===== config.mk =====
export PLATFORM = sky130hd
export DESIGN_NAME = axil_write_firewall_ctrl
export DESIGN_NICKNAME = d
export VERILOG_FILES = /design/src/rtl/axil_write_firewall_ctrl.sv
export SDC_FILE = /design/constraint.sdc
export NUM_CORES = 1
export LEC_CHECK = 0
export ABC_CLOCK_PERIOD_IN_PS = 2900
export BUFFER_PORTS_ARGS = -buffer_cell sky130_fd_sc_hd__buf_2
export CAP_MARGIN = 15
export CORE_ASPECT_RATIO = 1.4
export CORE_UTILIZATION = 48
export DETAILED_ROUTE_END_ITERATION = 10
export PLACE_DENSITY_LB_ADDON = 0.1
export SYNTH_ARGS = -nofsm -noshare
export SYNTH_HDL_FRONTEND = slang
export SYNTH_SLANG_ARGS = --single-unit

===== constraint.sdc =====
create_clock -name clk -period 2.9 [get_ports clk]
set_input_delay 0.87 -clock clk [delete_from_list [all_inputs] [get_ports clk]]
set_output_delay 0.87 -clock clk [all_outputs]
set_load 0.005 [all_outputs]

===== src/rtl/axil_write_firewall_ctrl.sv =====
// AXI4-Lite write-channel firewall: blocked writes inside [PROT_LO, PROT_HI] complete locally
// with SLVERR; allowed writes are forwarded and their downstream B response is relayed.
module axil_write_firewall_ctrl #(
  parameter int unsigned          ADDR_W  = 32,
  parameter int unsigned          DATA_W  = 32,
  parameter logic [ADDR_W-1:0]    PROT_LO = ADDR_W'(32'h4000_0000),
  parameter logic [ADDR_W-1:0]    PROT_HI = ADDR_W'(32'h4000_FFFF),
  parameter int unsigned          CNT_W   = 16
) (
  input  logic                clk,
  input  logic                rst_n,
  input  logic                s_awvalid,
  output logic                s_awready,
  input  logic [ADDR_W-1:0]   s_awaddr,
  input  logic                s_wvalid,
  output logic                s_wready,
  input  logic [DATA_W-1:0]   s_wdata,
  input  logic [DATA_W/8-1:0] s_wstrb,
  output logic                s_bvalid,
  input  logic                s_bready,
  output logic [1:0]          s_bresp,
  output logic                m_awvalid,
  input  logic                m_awready,
  output logic [ADDR_W-1:0]   m_awaddr,
  output logic                m_wvalid,
  input  logic                m_wready,
  output logic [DATA_W-1:0]   m_wdata,
  output logic [DATA_W/8-1:0] m_wstrb,
  input  logic                m_bvalid,
  output logic                m_bready,
  input  logic [1:0]          m_bresp,
  output logic                viol_pulse,
  output logic [CNT_W-1:0]    viol_count,
  output logic [ADDR_W-1:0]   viol_addr,
  input  logic                viol_clear
);

  localparam int unsigned STRB_W = DATA_W / 8;

  typedef enum logic [1:0] {StIdle, StFwd, StWaitB, StResp} state_e;

  state_e              state_q, state_d;
  logic                aw_held_q, aw_held_d;
  logic                w_held_q, w_held_d;
  logic [ADDR_W-1:0]   addr_q, addr_d;
  logic [DATA_W-1:0]   data_q, data_d;
  logic [STRB_W-1:0]   strb_q, strb_d;
  logic [1:0]          bresp_q, bresp_d;
  logic                m_awvalid_q, m_awvalid_d;
  logic                m_wvalid_q, m_wvalid_d;
  logic                viol_pulse_q, viol_pulse_d;
  logic [CNT_W-1:0]    viol_count_q, viol_count_d;
  logic [ADDR_W-1:0]   viol_addr_q, viol_addr_d;
  logic                ready_en_q;
  logic                blocked;
  logic                viol_inc;

  assign blocked = (addr_q >= PROT_LO) && (addr_q <= PROT_HI);

  // ready_en_q keeps the upstream readies low while reset is asserted
  assign s_awready  = ready_en_q && (state_q == StIdle) && !aw_held_q;
  assign s_wready   = ready_en_q && (state_q == StIdle) && !w_held_q;
  assign s_bvalid   = (state_q == StResp);
  assign s_bresp    = bresp_q;
  assign m_awvalid  = m_awvalid_q;
  assign m_awaddr   = addr_q;
  assign m_wvalid   = m_wvalid_q;
  assign m_wdata    = data_q;
  assign m_wstrb    = strb_q;
  assign m_bready   = (state_q == StWaitB);
  assign viol_pulse = viol_pulse_q;
  assign viol_count = viol_count_q;
  assign viol_addr  = viol_addr_q;

  always_comb begin
    state_d      = state_q;
    aw_held_d    = aw_held_q;
    w_held_d     = w_held_q;
    addr_d       = addr_q;
    data_d       = data_q;
    strb_d       = strb_q;
    bresp_d      = bresp_q;
    m_awvalid_d  = m_awvalid_q;
    m_wvalid_d   = m_wvalid_q;
    viol_pulse_d = 1'b0;
    viol_addr_d  = viol_addr_q;
    viol_inc     = 1'b0;

    unique case (state_q)
      StIdle: begin
        if (aw_held_q && w_held_q) begin
          if (blocked) begin
            state_d      = StResp;
            bresp_d      = 2'b10;
            viol_pulse_d = 1'b1;
            viol_addr_d  = addr_q;
            viol_inc     = 1'b1;
          end else begin
            state_d     = StFwd;
            m_awvalid_d = 1'b1;
            m_wvalid_d  = 1'b1;
          end
        end else begin
          if (s_awvalid && s_awready) begin
            aw_held_d = 1'b1;
            addr_d    = s_awaddr;
          end
          if (s_wvalid && s_wready) begin
            w_held_d = 1'b1;
            data_d   = s_wdata;
            strb_d   = s_wstrb;
          end
        end
      end
      StFwd: begin
        if (m_awvalid_q && m_awready) m_awvalid_d = 1'b0;
        if (m_wvalid_q && m_wready)   m_wvalid_d  = 1'b0;
        if (!m_awvalid_d && !m_wvalid_d) state_d = StWaitB;
      end
      StWaitB: begin
        if (m_bvalid) begin
          bresp_d = m_bresp;
          state_d = StResp;
        end
      end
      StResp: begin
        if (s_bready) begin
          aw_held_d = 1'b0;
          w_held_d  = 1'b0;
          state_d   = StIdle;
        end
      end
      default: state_d = StIdle;
    endcase

    // A clear coinciding with a new violation keeps that violation counted
    if (viol_clear) begin
      viol_count_d = viol_inc ? CNT_W'(1) : '0;
    end else if (viol_inc && (viol_count_q != '1)) begin
      viol_count_d = viol_count_q + CNT_W'(1);
    end else begin
      viol_count_d = viol_count_q;
    end
  end

  always_ff @(posedge clk or negedge rst_n) begin
    if (!rst_n) begin
      state_q      <= StIdle;
      aw_held_q    <= 1'b0;
      w_held_q     <= 1'b0;
      addr_q       <= '0;
      data_q       <= '0;
      strb_q       <= '0;
      bresp_q      <= 2'b00;
      m_awvalid_q  <= 1'b0;
      m_wvalid_q   <= 1'b0;
      viol_pulse_q <= 1'b0;
      viol_count_q <= '0;
      viol_addr_q  <= '0;
      ready_en_q   <= 1'b0;
    end else begin
      state_q      <= state_d;
      aw_held_q    <= aw_held_d;
      w_held_q     <= w_held_d;
      addr_q       <= addr_d;
      data_q       <= data_d;
      strb_q       <= strb_d;
      bresp_q      <= bresp_d;
      m_awvalid_q  <= m_awvalid_d;
      m_wvalid_q   <= m_wvalid_d;
      viol_pulse_q <= viol_pulse_d;
      viol_count_q <= viol_count_d;
      viol_addr_q  <= viol_addr_d;
      ready_en_q   <= 1'b1;
    end
  end

endmodule

==> flow_summary.ini, run 1 <==
[timing]
min_period_ns = 2.53
fin_crit_sh_pct = 87.2
relSlewSlack_pct = 60.9
hold_viol = 0
fin_worst_skew_ns = 0.00626
tightest_slew_ns = 0.586
maxSlewViolCount = 0
finalSetupViolCount = 0
fmax_mhz = 395
setup_tns_ns = 0
rsz0062_at_grt = no

[setup_path]
worstPathRequired_ns = 2.03
arrival_ns = 1.66
crit_cells = 5
worst_path_max_delay_cell = dfrtp_1
cp_max_fo = 7
cp.buffers_inverters = 2
critPathCaptureType = output pin
r2r_start = state_q[0]$_DFFE_PN0P_
crit_chain = inv_1, ha_1, nand2_1, nor2_1, buf_2
critPathMaxStageDelay_ns = 0.41
cpLargestDelayFamily = flip-flops
worstSetupPathType = register to output pin
r2r_cells = 7
crit_start = state_q[0]$_DFFE_PN0P_
start_kind = register

[layout]
antenna_cells = 0
drive_gt1_share_pct = 48.8
seq_area_um2 = 3150
area_delta_synth_final_pct = 36.5
multiInputGateArea_um2 = 1860
fin_util_pct = 67.6
n_fill_cell = 816
final_nets = 721

[die]
start_util_pct = 49.5
num_rows = 44
io_pins = 204
die_x_um = 89.6
die_h_um = 125
die-area_um2 = 11200
core_area_um2 = 10400

[routing]
via_count = 4081
drc_errors = 0
drt_iter0_drc = 196
wl_per_cell_um = 15.7
ant_nets = 0
wirelength_mm = 12.4
detail_route.vias_per_cell = 5.18
firstDrtPassIters = 4

[power_and_ir_drop]
power.share.combinational_pct = 24.2
p_clk_share_pct = 35.9
p_int_uw = 4720
power_leakage_uw = 0.00360
sw_frac_of_total_pct = 27.6
power_frac_seq_pct = 39.9
switchingPower_uw = 1800
peakVddDrop_uv = 743
power_density_nw_per_um2 = 927

[global_route]
grt-ovfl-total = 0
grt_max_degree = 46
first_global_vias = 3979
grt_first_pass_wirelength_mm = 19.8
antenna_found_initial = 0
gr-usage-all-layers_pct = 23.8

[yosys]
ys.flop_type = dfrtp_1
async_flop_share_pct = 100
synth_cells = 423
syn_area_um2 = 5150
ys_ff_latch = 126
synth_edf_count = 0
yosys-top-cells-count = dfrtp_1 (126), mux2_2 (68), nand2_1 (63)
ys_seq_area_share_pct = 61.2
synth-warning-count = 0
synth_top_cell_area_share_pct = 61.2
yosysMostFrequentCell = dfrtp_1
synth_nets = 507
postSynthAreaPerCell_um2 = 12.2
synth_cell_types = 41
synthTopCellsByArea = dfrtp_1 (61%), mux2_2 (15%), nand2_1 (4.6%), a21oi_1 (2.0%), and2_1 (1.8%)
synth_top_cell_by_area = dfrtp_1

[clocking]
clkTransAtPathRegs_ns = 0.06
cts_buffer_depth = 2
tritoncts = done
cts_buffers = 17
post_cts_resized = 0
h-tree-depth = 4
clk_latency_ns = 0.41
cts-root-buf = clkbuf_16
cts_setup_buffers = 0
cts.sinks = 126
postCtsHoldBufs = 0

[place]
dp_hpwl_mm = 8.94
gp_congestion = 0.825
io_buffers = 203

[worst_hold_path]
hp-class = primary input to async pin

[outcome]
status = complete, no violations

[flow_run]
maxCapViolations = 0
power by group through the flow:
stage | registers [uW] | logic [uW] | clock network [uW]
6_report | 2600 | 1580 | 2350
5_1_grt | 2680 | 1730 | 2460
4_1_cts | 2610 | 1610 | 2390
3_5_place_dp | 2630 | 1590 | 0
3_3_place_gp | 2590 | 1550 | 0
2_1_floorplan | 2650 | 741 | 0
registers in the layout, indices dropped and copies added, names as in the netlist:
| register | cells |
|---|---|
| m_awaddr | 32 |
| m_wdata | 32 |
| viol_addr | 32 |
| viol_count | 16 |
| m_wstrb | 4 |
| s_bresp | 2 |
| state_q | 2 |
| aw_held_q | 1 |
| m_awvalid | 1 |
| m_wvalid | 1 |
| ready_en_q | 1 |
| viol_pulse | 1 |
| w_held_q | 1 |
layout by cell type, fill, tap and decap left out, types with 2 or more instances in the layout:
cell / instances
nor4_1: 4
buf_12: 3
nor2_1: 11
bufinv_16: 5
o311ai_0: 2
dfrtp_1: 126
inv_6: 2
nand4_1: 8
o31ai_1: 8
a21oi_1: 21
a211oi_1: 2
mux2_2: 68
inv_1: 16
nand2_1: 63
nand2b_1: 3
nor3_1: 6
clkinv_4: 7
a31o_2: 2
nand3_1: 6
nand4b_1: 3
and4_1: 2
or4_1: 9
buf_4: 7
and2_1: 15
o21ai_0: 4
or3_1: 5
o41ai_1: 4
ha_1: 5
clkbuf_16: 17
buf_2: 202
cell type report:
class,count,area share (%)
clock inverters,15,3.36
inverters,17,0.907
clock buffers,17,6.05
flip-flops and latches,126,44.8
multi-input cells,263,26.4
repair buffers,212,16.0
well taps,138,2.45
worst reg2reg max path, stage by stage, from the launching register on:
cell and delay, ns:
dfrtp_1 0.41, inv_1 0.12, ha_1 0.29, nand4b_1 0.26, or3_1 0.60, buf_4 0.31
a211oi_1 0.28, nor3_1 0.09
per-layer routing:
layer / up-vias / GRT usage, % / wire length [um]
li1: 1923 / - / -
met1: 1986 / 28.8 / 4960
met2: 160 / 38.2 / 6390
met3: 12 / 8.42 / 833
met4: 0 / 9.06 / 191
met5: - / 0 / 0
kinds of logic (layout without fill, tap and decap cells):
logic type,count (synthesis),count (layout),share of synthesized area [%]
fa+ha+maj,5,5,1.21
compound gates,48,48,6.05
buf+inv,34,261,2.72
mux,68,68,14.9
other cells,1,1,0.0728
flops,126,126,61.2
simple gates,141,141,13.9
path summary, 6_finish.rpt:
path | endpoint | slack, ns
min in group clk | viol_addr[15]$_DFFE_PN0P_ | 0.46
max in group asynchronous | m_wvalid$_DFFE_PN0P_ | 1.82
worst max-delay path | s_wready | 0.37
worst min register to register | viol_addr[15]$_DFFE_PN0P_ | 0.46
worst max register to register | s_bresp[1]$_DFFE_PN0P_ | 0.42
worst min-delay path | viol_addr[21]$_DFFE_PN0P_ | 0.46
metrics by stage:
step           instances  cell area (um2)  hold WS (ns)  power [uW]  setup WS, ns
4_1_cts              788             7040         0.463        6610         0.340
3_3_place_gp         756             6370         0.446        4140         0.483
2_1_floorplan        423             5150         0.459        3390         0.763
5_1_grt              788             7040         0.481        6870         0.205
6_report             788             7040         0.457        6530         0.371
3_5_place_dp         756             6370         0.450        4220         0.418
Power figures use the tool's default switching activity.
==> inputs of run 2 (changes only) <==
HOLD_SLACK_MARGIN = 0.05   (was unset)
SETUP_SLACK_MARGIN = 0.5   (was unset)
==> flow_summary.ini, run 2 (same netlist as run 1, synthesis figures left out) <==
[outcome]
status = complete, no violations

[routing]
firstDrtPassIters = 4
wl_per_cell_um = 15.7
via_count = 4085
ant_nets = 0
wirelength_mm = 12.4
drc_errors = 0
drt_iter0_drc = 167
detail_route.vias_per_cell = 5.16

[setup_path]
ff2ff_setup_slack_ns = 0.67
worstSetupPathType = register to output pin
start_kind = register
crit_chain = inv_2, ha_4, nand2_1, nor2_2, buf_2
worstPathRequired_ns = 2.03
worst_path_max_delay_cell = dfrtp_1
critPathMaxStageDelay_ns = 0.41
cpLargestDelayFamily = flip-flops
cp.buffers_inverters = 2
arrival_ns = 1.46
critPathCaptureType = output pin
cp_max_fo = 7

[clocking]
cts_buffer_depth = 2
cts.sinks = 126
cts_buffers = 17
h-tree-depth = 4
clk_latency_ns = 0.41
cts-root-buf = clkbuf_16
postCtsHoldBufs = 0
clkTransAtPathRegs_ns = 0.06
tritoncts = done

[timing]
tightest_slew_ns = 0.590
hold_viol = 0
fmax_mhz = 429
fin_crit_sh_pct = 80.4
fin_worst_skew_ns = 0.00733
relSlewSlack_pct = 60.7
min_period_ns = 2.33
maxSlewViolCount = 0
rsz0062_at_grt = yes
setup_tns_ns = 0
finalSetupViolCount = 0

[power_and_ir_drop]
power_leakage_uw = 0.00361
power_density_nw_per_um2 = 928
peakVddDrop_uv = 744
power.share.combinational_pct = 24.7
p_int_uw = 4750
p_clk_share_pct = 35.7
total_power_uw = 6570
switchingPower_uw = 1820
power_frac_seq_pct = 39.6
sw_frac_of_total_pct = 27.7

[global_route]
grt-ovfl-total = 0
first_global_vias = 3979
grt_first_pass_wirelength_mm = 19.8
antenna_found_initial = 0
gr-usage-all-layers_pct = 23.8
grt_max_degree = 46

[place]
post-place-cells = 756
dpl_cell_area_um2 = 6370
dp_hpwl_mm = 8.94
gp_congestion = 0.825
io_buffers = 203

[flow_run]
maxCapViolations = 0

[layout]
final_cells = 791
area_delta_synth_final_pct = 37.4
final_nets = 724
n_fill_cell = 814
layout_common_cells = buf_2 (202), dfrtp_1 (126), mux2_2 (68), nand2_1 (63), a21oi_1 (21)
multiInputGateArea_um2 = 1890
seq_area_um2 = 3150
drive_gt1_share_pct = 50.1
final_common_cell = buf_2
antenna_cells = 0
final_area_um2 = 7080

[die]
die-area_um2 = 11200
die_h_um = 125
start_util_pct = 49.5
core_area_um2 = 10400
num_rows = 44
die_x_um = 89.6
io_pins = 204

[worst_hold_path]
hp-class = primary input to async pin
run 2: repair_timing:
item,CTS,global route
setup buffers,0,3
endpoints found under the setup margin,10,12
pin swaps,0,2
gates resized for setup,4,4
run 2: worst paths after layout:
| kind | depth (start not counted) | end | startpoint |
|---|---|---|---|
| max | 5 | s_wready | state_q[0]$_DFFE_PN0P_ |
| min | 1 | viol_addr[21]$_DFFE_PN0P_ | rst_n |
| max reg2reg | 6 | s_bresp[1]$_DFFE_PN0P_ | m_awaddr[29]$_DFFE_PN0P_ |
| min reg2reg | 2 | viol_addr[15]$_DFFE_PN0P_ | viol_addr[15]$_DFFE_PN0P_ |
| max in group asynchronous | 2 | m_wvalid$_DFFE_PN0P_ | rst_n |
| min in group clk | 2 | viol_addr[15]$_DFFE_PN0P_ | viol_addr[15]$_DFFE_PN0P_ |
run 2: power groups by stage:
| stage | combinational, uW | clock (uW) | sequential, uW |
|---|---|---|---|
| 2_1_floorplan | 741 | 0 | 2650 |
| 3_3_place_gp | 1550 | 0 | 2590 |
| 3_5_place_dp | 1590 | 0 | 2630 |
| 4_1_cts | 1630 | 2390 | 2610 |
| 5_1_grt | 1780 | 2460 | 2680 |
| 6_report | 1620 | 2350 | 2610 |
run 2: area by class of cell:
class	instances	share of cell area, %
Sequential cell	126	44.5
Multi-Input combinational cell	263	26.6
Timing Repair Buffer	215	16.2
Clock buffer	17	6.01
Clock inverter	15	3.34
Tap cell	138	2.44
Inverter	17	0.901
run 2: layer usage:
metal,up-vias,global-route usage (%),routed length [um]
met5,-,0,0
met4,0,9.06,221
met3,13,8.42,796
met2,156,38.2,6420
met1,1985,28.8,4980
li1,1931,-,-
run 2: stage by stage:
stage               hold slack (ns)  setup WS, ns  utilization (%)
floorplan                     0.459         0.763                -
global placement              0.446         0.483             61.3
detailed placement            0.450         0.418             61.3
CTS                           0.463         0.508             67.7
global route                  0.481         0.489             68.1
finish                        0.458         0.569             68.1
